### src/rtl/pid_scheduler.sv
// Round-robin dispatcher sharing one PID core across N_CH channels, one request per enabled channel per round.
// Latency: 1 cycle from sample_tick to first request; 2 cycles minimum per channel (accept + done).
// Backpressure: holds pid_req/pid_ch until pid_ack; pid_abort ends a channel after TIMEOUT cycles without pid_done.
module pid_scheduler #(
  parameter int N_CH    = 4,
  parameter int W       = 16,
  parameter int TIMEOUT = 64
) (
  input  logic                       clk,
  input  logic                       rst_n,
  input  logic                       sample_tick,
  input  logic [N_CH-1:0]            ch_enable,
  output logic                       pid_req,
  output logic [$clog2(N_CH)-1:0]    pid_ch,
  input  logic                       pid_ack,
  input  logic                       pid_done,
  input  logic [W-1:0]               pid_result,
  output logic                       pid_abort,
  output logic [N_CH*W-1:0]          ch_out,
  output logic [N_CH-1:0]            ch_out_valid,
  output logic                       busy,
  output logic                       overrun,
  output logic [N_CH-1:0]            timeout_err,
  input  logic                       err_clr
);

  localparam int CW = $clog2(N_CH);
  localparam int TW = $clog2(TIMEOUT + 1);

  typedef enum logic [1:0] {
    S_IDLE  = 2'd0,
    S_ISSUE = 2'd1,
    S_WAIT  = 2'd2
  } state_t;

  state_t                    r_state;
  state_t                    w_state_nxt;
  logic [N_CH-1:0]           r_pending;
  logic [CW-1:0]             r_ch;
  logic [TW-1:0]             r_cnt;
  logic [N_CH-1:0][W-1:0]    r_ch_out;
  logic [N_CH-1:0]           r_valid;
  logic                      r_overrun;
  logic [N_CH-1:0]           r_terr;

  logic                      w_busy;
  logic                      w_tick_go;
  logic                      w_done;
  logic                      w_timeout;
  logic                      w_finish;
  logic [N_CH-1:0]           w_pend_left;
  logic [N_CH-1:0]           w_terr_set;

  // Lowest set bit of a channel mask; callers guarantee the mask is nonzero.
  function automatic logic [CW-1:0] f_lowest(input logic [N_CH-1:0] m);
    logic [CW-1:0] idx;
    idx = '0;
    for (int i = N_CH - 1; i >= 0; i--) begin
      if (m[i]) idx = CW'(i);
    end
    return idx;
  endfunction

  assign w_busy      = (r_state != S_IDLE);
  assign w_tick_go   = (r_state == S_IDLE) && sample_tick && (|ch_enable);
  assign w_done      = (r_state == S_WAIT) && pid_done;
  // A done on the final allowed cycle still counts as done, so it masks the timeout.
  assign w_timeout   = w_busy && (r_cnt == TW'(TIMEOUT - 1)) && !w_done;
  assign w_finish    = w_done || w_timeout;
  assign w_pend_left = r_pending & ~(N_CH'(1) << r_ch);
  assign w_terr_set  = w_timeout ? (N_CH'(1) << r_ch) : '0;

  // State register.
  always_ff @(posedge clk or negedge rst_n) begin
    if (!rst_n) r_state <= S_IDLE;
    else        r_state <= w_state_nxt;
  end

  // Next-state and handshake outputs.
  always_comb begin
    w_state_nxt = r_state;
    pid_req     = 1'b0;
    pid_abort   = 1'b0;
    busy        = 1'b0;
    case (r_state)
      S_IDLE: begin
        if (w_tick_go) w_state_nxt = S_ISSUE;
      end
      S_ISSUE: begin
        pid_req = 1'b1;
        busy    = 1'b1;
        if (w_timeout) begin
          pid_abort   = 1'b1;
          w_state_nxt = (|w_pend_left) ? S_ISSUE : S_IDLE;
        end else if (pid_ack) begin
          w_state_nxt = S_WAIT;
        end
      end
      S_WAIT: begin
        busy = 1'b1;
        if (w_finish) begin
          pid_abort   = w_timeout;
          w_state_nxt = (|w_pend_left) ? S_ISSUE : S_IDLE;
        end
      end
      default: w_state_nxt = S_IDLE;
    endcase
  end

  // Round bookkeeping: latched mask of channels still owed, current channel, per-channel cycle counter.
  always_ff @(posedge clk or negedge rst_n) begin
    if (!rst_n) begin
      r_pending <= '0;
      r_ch      <= '0;
      r_cnt     <= '0;
    end else if (w_tick_go) begin
      r_pending <= ch_enable;
      r_ch      <= f_lowest(ch_enable);
      r_cnt     <= '0;
    end else if (w_finish) begin
      r_pending <= w_pend_left;
      if (|w_pend_left) r_ch <= f_lowest(w_pend_left);
      r_cnt     <= '0;
    end else if (w_busy) begin
      r_cnt     <= r_cnt + TW'(1);
    end
  end

  // Result capture and single-cycle valid pulse for the channel that completed.
  always_ff @(posedge clk or negedge rst_n) begin
    if (!rst_n) begin
      r_ch_out <= '0;
      r_valid  <= '0;
    end else begin
      r_valid <= '0;
      if (w_done) begin
        r_ch_out[r_ch] <= pid_result;
        r_valid[r_ch]  <= 1'b1;
      end
    end
  end

  // Sticky error flags; a new set event in the same cycle as err_clr wins.
  always_ff @(posedge clk or negedge rst_n) begin
    if (!rst_n) begin
      r_overrun <= 1'b0;
      r_terr    <= '0;
    end else begin
      if (sample_tick && w_busy) r_overrun <= 1'b1;
      else if (err_clr)          r_overrun <= 1'b0;
      r_terr <= (err_clr ? '0 : r_terr) | w_terr_set;
    end
  end

  assign pid_ch       = r_ch;
  assign ch_out       = r_ch_out;
  assign ch_out_valid = r_valid;
  assign overrun      = r_overrun;
  assign timeout_err  = r_terr;

endmodule

### config.mk
export PLATFORM = sky130hd
export DESIGN_NAME = pid_scheduler
export DESIGN_NICKNAME = d
export VERILOG_FILES = /design/src/rtl/pid_scheduler.sv
export SDC_FILE = /design/constraint.sdc
export NUM_CORES = 1
export LEC_CHECK = 0
export ABC_AREA = 0
export CAP_MARGIN = 20
export CORE_MARGIN = 2
export CORE_UTILIZATION = 36
export DETAILED_ROUTE_END_ITERATION = 8
export PLACE_DENSITY_LB_ADDON = 0.3
export SETUP_SLACK_MARGIN = 0.1
export SLEW_MARGIN = 25
export SYNTH_ARGS = -nofsm -noshare
export SYNTH_HDL_FRONTEND = slang
export SYNTH_SLANG_ARGS = --single-unit
### constraint.sdc
create_clock -name clk -period 3.86 [get_ports clk]
set_input_delay 0.386 -clock clk [delete_from_list [all_inputs] [get_ports clk]]
set_output_delay 0.386 -clock clk [all_outputs]
set_load 0.01 [all_outputs]
==> results of run 1 <==
-- worst min-delay path by stage --
stage / slack [ns] / to
2_1_floorplan: 0.09 / ch_out[0]
4_1_cts: 0.19 / ch_out[52]
3_5_place_dp: 0.49 / ch_out[21]
3_3_place_gp: 0.49 / ch_out[33]
6_report: 0.15 / timeout_err[1]
5_1_grt: 0.20 / timeout_err[0]
-- through the flow --
step	cells	setup slack (ns)	total power, mW	cell area, um^2
2_1_floorplan	286	2.10	2.36	3760
3_3_place_gp	518	1.47	3.27	4920
3_5_place_dp	518	1.46	3.31	4920
4_1_cts	534	1.06	3.93	5110
5_1_grt	534	0.894	4.13	5110
6_report	534	1.07	3.88	5110
-- Yosys cell counts, drive strengths merged, types with 2 or more instances --
cell	instances	area, um^2
nor2	10	40.0
dfrtp	88	2200
a211oi	2	15.0
ha	5	62.6
inv	18	67.6
nand3	7	50.1
o2bb2ai	2	17.5
or3	2	12.5
and2	4	30.0
nand2	13	51.3
a21oi	7	35.0
o2111ai	2	17.5
o211ai	3	27.5
o21ai	14	70.1
nor2b	3	18.8
o22ai	5	31.3
mux2	65	732
nand2b	2	12.5
xnor2	3	26.3
buf	7	41.3
-- cell type report --
class,count,share of cell area
inverter,18,0.0132
timing repair buffer,104,0.203
multi-input combinational,172,0.283
clock inverter,6,0.0103
sequential,88,0.431
clock buffer,10,0.0269
tap,136,0.0333
-- cell families (layout without fill, tap and decap cells) --
logic type,count (synthesis),count (layout)
xor gates and xnor gates,3,3
buffers and inverters,26,138
adders and majority gates,5,5
AOI/OAI and AO/OA,46,46
and+or+nand+nor,52,52
muxes,66,66
DFF,88,88
-- worst max-delay path, delay by kind of cell (launching register included) --
| family | cells | cell delay [ns] |
|---|---|---|
| DFF | 1 | 0.39 |
| and+or+nand+nor | 3 | 0.68 |
| buffers and inverters | 2 | 0.62 |
| adders and majority gates | 1 | 0.36 |
-- power groups by stage --
stage	clock (mW)	combinational (mW)	sequential, mW
after floorplan	0	0.664	1.70
after global placement	0	1.70	1.58
after detailed placement	0	1.72	1.59
after CTS	0.624	1.73	1.58
after global routing	0.667	1.83	1.63
final	0.607	1.70	1.57
-- sequential cells by signal, indices dropped and copies added, names as in the netlist --
signal and cells:
ch_out 64, ch_out_valid 4, overrun 1, pid_ch 2, r_cnt 7, r_pending 4
r_state 2, timeout_err 4
-- routing by layer --
metal | GRT usage | vias to the layer above | routed length, um
met3 | 0.0472 | 13 | 581
met4 | 0.0564 | 0 | 145
met1 | 0.217 | 1320 | 3900
li1 | - | 1242 | -
met5 | 0 | - | 0
met2 | 0.239 | 90 | 3970
==> reports/qor.txt, run 1 <==
Synth Instances -> 286
setup_tns -> 0 ns
main flop type after synthesis -> dfrtp_1
Die ar. -> 0.0113 mm^2
Crit-path slowest cell -> clkdlybuf4s50_1
mean post-synth cell area -> 13.2 um^2
CP endpoint -> pid_abort
Internal -> 2.59 mW
DP Wirelength -> 5860 um
worst-path cell chain -> inv_1, ha_1, and3b_1, nand3_1, nor2_1, clkdlybuf4s50_1
largest family of logic cells by synthesized area -> multiplexers
Via-to-Cell Ratio -> 4.99
Async SR Flop Fraction -> 1.00
CP startpoint kind -> flop
Max clock buf depth -> 2
row count -> 37
clock sink count -> 88
Antenna Cells -> 0
switch share -> 0.332
root buf cell -> clkbuf_8
Post-Synth Simple-Gate Area -> 0.0801
NetSw -> 1.29 mW
combinational power share -> 0.438
synth warn -> 0
clock skew -> 0.0143 ns
area of the multi-input gates -> 0.00145 mm^2
layout cells sized above 1 -> 0.236
drc violations -> 0
mux contribution to synthesized area -> 0.197
core area -> 0.0102 mm^2
RSZ-0062 raised after global routing -> false
LEAKAGE -> 2.26 nW
reg2reg end -> ch_out[8]
fillers -> 912
max_cap viols -> 0
Power Dens Cells -> 759 mW/mm^2
I/O pin count -> 104
relative slew slack -> 0.357
layout overhead on the synthesized area -> 35.9%
Worst-Margin Slew -> 0.963 ns
maximum fanout along the worst path -> 15
gpl congestion -> 0.768
Worst Hold Class -> in2async
GR Util All Layers -> 0.158
Yosys cell types -> 50
drt total wl -> 8600 um
first-pass GRT wire length -> 13800 um
final hold viol count -> 0
vias in the first global route -> 2578
Peak VDD IR -> 0.379 mV
CTS H-tree depth -> 3
r2r setup slk -> 1.62 ns
largest net degree at the start of global routing -> 73
Vias -> 2665
Flop pwr share -> 0.406
clock latency on the worst-skew pair -> 0.36 ns
Setup-failing EPs final -> 0
Final ANT Viol Nets -> 0
Critical R2R Launch -> pid_ch[0]
FF+latch area -> 0.00220 mm^2
flops & latches, synth -> 88
CP peak stage delay -> 0.54 ns
Initial DRC Count -> 142
Max Fclk -> 359 MHz
Compound-Gate Fraction of Synth Area -> 0.0838
adder-cell share of the synthesized area -> 0.0166
initial antenna violation count -> 0
Period Utilization, post-route -> 0.723
clock-pin slew on the worst setup and hold paths -> 0.09 ns
most common cell after layout, fill and taps aside -> clkdlybuf4s50_1
Crit. Startpoint -> r_state[0]
cells on worst reg2reg path -> 3
clock power share -> 0.156
CP Data Required Time -> 3.47 ns
wire per inst -> 16.1 um
crit path kind -> reg2out
Worst setup EP type -> output pin
Mapped Area -> 0.00376 mm^2
min Tclk post-route -> 2.79 ns
Post-CTS Hold Buffers -> 0
status -> finished, final reports clean
TritonCTS buffer count -> 9
final net count -> 424
CP arrival -> 2.40 ns
Post-synth EDFFs -> 0
Starting Density -> 0.368
PortBufs -> 103
Setup Buffers After CTS -> 0
Post-Synth XOR/XNOR Area -> 0.00698
CTS tree -> built
Die Span Y -> 106 um
DR pass1 iterations -> 4
aggregate global routing overflow -> 0
post-CTS sizing -> 0
Final Hold Slack -> 0.154 ns
Finished Core Util -> 0.500
sequential fraction of the synthesis area -> 0.585
most frequent cells in the layout -> 102 x clkdlybuf4s50_1, 88 x dfrtp_1, 65 x mux2_2
die width -> 106 um
Synthesized Nets -> 317
final slew viol count -> 0
Power figures use the tool's default switching activity.
==> run 2: changes to the inputs <==
==> constraint.sdc (replaced) <==
create_clock -name clk -period 2.9 [get_ports clk]
set_input_delay 0.29 -clock clk [delete_from_list [all_inputs] [get_ports clk]]
set_output_delay 0.29 -clock clk [all_outputs]
set_load 0.01 [all_outputs]
==> run 2 against run 1 <==
Worst setup slack got worse by 0.77 ns. Clock skew decreased by 0.0032 ns. Flip-flop and latch count is the same. Sequential power is 33% higher. Clock-buffer cell count down 1. Combinational power rose by 34%. Non-clock buffer count grew 3. First-iteration DRC count increased by 3.5%. Design area grew 0.56%. Total power increased by 34%. Critical path depth is the same.
==> reports/qor.txt, run 2 (synthesis results as in run 1) <==
status -> finished, final reports clean
Vias -> 2676
gpl congestion -> 0.785
r2r setup slk -> 0.79 ns
root buf cell -> clkbuf_8
Worst setup EP type -> output pin
CTS H-tree depth -> 3
Crit-path slowest cell -> clkdlybuf4s50_1
Max Fclk -> 385 MHz
CP arrival -> 2.31 ns
Final Hold Slack -> 0.444 ns
Worst Hold Class -> in2async
Die Span Y -> 106 um
RSZ-0062 raised after global routing -> false
wire per inst -> 16.1 um
final hold viol count -> 0
final slew viol count -> 0
die width -> 106 um
Setup-failing EPs final -> 0
Finished Core Util -> 0.503
DR pass1 iterations -> 4
clock skew -> 0.0111 ns
core area -> 0.0102 mm^2
reg2reg end -> ch_out[19]
Via-to-Cell Ratio -> 4.99
Period Utilization, post-route -> 0.896
relative slew slack -> 0.544
Antenna Cells -> 0
crit path kind -> reg2out
worst-path cell chain -> inv_1, ha_2, and3b_1, nand3_1, nor2_1, clkdlybuf4s50_1
first-pass GRT wire length -> 13600 um
most common cell after layout, fill and taps aside -> clkdlybuf4s50_1
Critical R2R Launch -> r_state[0]
drt total wl -> 8630 um
TritonCTS buffer count -> 9
CTS tree -> built
final net count -> 427
CP Data Required Time -> 2.61 ns
fillers -> 910
setup_tns -> 0 ns
clock latency on the worst-skew pair -> 0.35 ns
Die ar. -> 0.0113 mm^2
max reg flops -> 64
layout overhead on the synthesized area -> 36.7%
CP startpoint kind -> flop
Initial DRC Count -> 147
Max clock buf depth -> 2
row count -> 37
layout cells sized above 1 -> 0.240
maximum fanout along the worst path -> 15
LEAKAGE -> 2.27 nW
DP Wirelength -> 6100 um
clock sink count -> 88
I/O pin count -> 104
initial antenna violation count -> 0
Power Dens Cells -> 1010 mW/mm^2
drc violations -> 0
cells on worst reg2reg path -> 5
CP peak stage delay -> 0.57 ns
min Tclk post-route -> 2.60 ns
Worst-Margin Slew -> 0.676 ns
Setup Buffers After CTS -> 0
Starting Density -> 0.368
Final Total Pwr -> 5.21 mW
Peak VDD IR -> 0.504 mV
largest net degree at the start of global routing -> 37
aggregate global routing overflow -> 0
PortBufs -> 103
Final ANT Viol Nets -> 0
GR Util All Layers -> 0.155
clock-pin slew on the worst setup and hold paths -> 0.08 ns
most frequent cells in the layout -> 102 x clkdlybuf4s50_1, 88 x dfrtp_1, 65 x mux2_2
max_cap viols -> 0
vias in the first global route -> 2650
-- run 2: cell types whose count changed in the layout (fill, tap and decap cells not counted), sizes merged --
| cell | change |
|---|---|
| clkbuf | -1 |
| dlygate4sd3 | +1 |
| clkinv | -1 |
| bufinv | +1 |
| buf | +2 |
-- run 2: metal layers --
layer | global-route usage | vias to the layer above | wire length [um]
li1 | - | 1239 | -
met1 | 0.201 | 1347 | 3870
met2 | 0.250 | 80 | 4090
met3 | 0.0429 | 10 | 562
met4 | 0.0536 | 0 | 116
met5 | 0 | - | 0
-- run 2: through the flow --
stage,area [um^2],worst slack [ns],instances
final,5140,0.302,536
after detailed placement,4940,0.559,520
after CTS,5140,0.162,536
after global routing,5140,0.145,536
after global placement,4940,0.672,520
after floorplan,3760,1.14,286
-- run 2: worst max-delay path by stage --
stage	slack [ns]	to	startpoint
floorplan	1.14	ch_out[39]	r_state[0]
global placement	0.67	pid_abort	r_state[0]
detailed placement	0.56	pid_abort	r_state[0]
CTS	0.16	pid_abort	r_state[0]
global route	0.15	pid_abort	r_state[0]
finish	0.30	pid_abort	r_state[0]
-- run 2: worst max-delay path: cells and delay by family (launching register included) --
family                     cells  cell delay [ns]
buffers and inverters          2             0.65
DFF                            1             0.40
adders and majority gates      1             0.28
and+or+nand+nor                3             0.64
-- run 2: cell type report --
class,count,area (um^2),area share
Clock buffer,9,124,0.0241
Tap cell,136,170,0.0331
Inverter,18,67.6,0.0131
Clock inverter,6,67.6,0.0131
Timing Repair Buffer,107,1060,0.206
Sequential cell,88,2200,0.428
Multi-Input combinational cell,172,1450,0.282
-- run 2: repair_timing --
item / CTS / global route
setup endpoints to repair: 0 / 1
hold endpoints to repair: 34 / 0
gates resized for setup: 0 / 1
hold buffers: 1 / 0
-- run 2: power breakdown --
group / internal (mW) / switching [mW] / total (mW)
logic: 1.37 / 0.913 / 2.28
registers: 1.74 / 0.352 / 2.09
clock network: 0.398 / 0.437 / 0.836
total: 3.51 / 1.70 / 5.21
==> run 3: changes to the inputs <==
==> constraint.sdc (replaced) <==
create_clock -name clk -period 2.9 [get_ports clk]
set_input_delay 0.29 -clock clk [delete_from_list [all_inputs] [get_ports clk]]
set_output_delay 0.29 -clock clk [all_outputs]
set_load 0.1 [all_outputs]
==> run 3 against run 2 <==
Utilization fell by 1.9 points. Non-clock buffer count did not move. Highest routed layer unchanged. Critical path type unchanged. Design area down 3.8%. Wire length rose by 2.6%. Hold slack gained 0.031 ns.
==> reports/qor.txt, run 3 (synthesis results as in run 1) <==
I/O pin count -> 104
wire per inst -> 16.5 um
area of the multi-input gates -> 0.00145 mm^2
Vias -> 2685
CP Data Required Time -> 2.61 ns
post-CTS sizing -> 0
Max Fclk -> 395 MHz
CP startpoint kind -> flop
RSZ-0062 raised after global routing -> false
CP arrival -> 2.24 ns
root buf cell -> clkbuf_8
max reg flops -> 64
CTS H-tree depth -> 3
row count -> 37
Period Utilization, post-route -> 0.874
Worst Hold Class -> in2async
drc violations -> 0
vias in the first global route -> 2718
FF+latch area -> 0.00220 mm^2
setup_tns -> 0 ns
Via-to-Cell Ratio -> 5.01
min Tclk post-route -> 2.53 ns
Die ar. -> 0.0113 mm^2
aggregate global routing overflow -> 0
Starting Density -> 0.368
Setup-failing EPs final -> 0
cells on worst reg2reg path -> 6
drt total wl -> 8850 um
Setup Buffers After CTS -> 0
DR pass1 iterations -> 4
Final ANT Viol Nets -> 0
largest net degree at the start of global routing -> 48
relative slew slack -> 0.522
clock-pin slew on the worst setup and hold paths -> 0.09 ns
reg2reg end -> pid_ch[1]
final hold viol count -> 0
PortBufs -> 103
Design Area, Final -> 0.00495 mm^2
most frequent cells in the layout -> 88 x dfrtp_1, 82 x buf_4, 65 x mux2_2
pre-CTS setup slack -> 0.675 ns
max_cap viols -> 0
final net count -> 427
GR Util All Layers -> 0.163
TritonCTS buffer count -> 9
Critical R2R Launch -> r_state[0]
Final Hold Slack -> 0.475 ns
crit path kind -> reg2out
r2r setup slk -> 0.65 ns
most common cell after layout, fill and taps aside -> dfrtp_1
Worst setup EP type -> output pin
Max clock buf depth -> 2
initial antenna violation count -> 0
Antenna Cells -> 0
Die Span Y -> 106 um
CTS tree -> built
Setup WS post-layout -> 0.366 ns
core area -> 0.0102 mm^2
maximum fanout along the worst path -> 15
DP Wirelength -> 6200 um
clock skew -> 0.0163 ns
clock latency on the worst-skew pair -> 0.36 ns
final slew viol count -> 0
Worst-Margin Slew -> 0.710 ns
Initial DRC Count -> 119
fillers -> 949
Area after DPL -> 0.00475 mm^2
Post-CTS Hold Buffers -> 1
die width -> 106 um
gpl congestion -> 0.852
first-pass GRT wire length -> 14400 um
layout overhead on the synthesized area -> 31.5%
layout cells sized above 1 -> 0.435
status -> finished, final reports clean
clock sink count -> 88
run 3: worst max-delay path by stage:
stage                          start          to  cells past startpoint  slack, ns
after floorplan           r_state[1]   pid_abort                      4       0.22
after global placement      pid_done  ch_out[63]                      4       0.72
after detailed placement  r_state[0]   pid_ch[1]                      6       0.67
after CTS                 r_state[0]   pid_abort                      6       0.34
after global routing      r_state[0]   pid_abort                      6       0.19
final                     r_state[0]   pid_abort                      6       0.37
run 3: area by class of cell:
class                   instances  area share
flip-flops and latches         88       0.445
multi-input cells             172       0.293
repair buffers                107       0.175
well taps                     136      0.0344
clock buffers                   9      0.0250
clock inverters                 6      0.0139
inverters                      18      0.0137
run 3: per-stage QoR:
stage | utilization | cells
CTS | 0.484 | 536
floorplan | - | 286
global placement | 0.464 | 520
finish | 0.484 | 536
global route | 0.484 | 536
detailed placement | 0.464 | 520
run 3: critical path, cell delays in order, from the launching register on:
cell,delay [ns]
dfrtp_1,0.40
inv_1,0.08
ha_1,0.38
and3b_1,0.31
nand3_1,0.24
nor2_2,0.17
buf_4,0.29
run 3: layer usage:
metal	global-route usage	up-vias	share of wire
li1	-	1242	-
met1	0.221	1357	0.45
met2	0.258	75	0.48
met3	0.0356	11	0.052
met4	0.0620	0	0.016
met5	0	-	0
Power of run 3 is not shown: default switching activity piles up to over one toggle a cycle in this logic, so the estimate is an artifact.
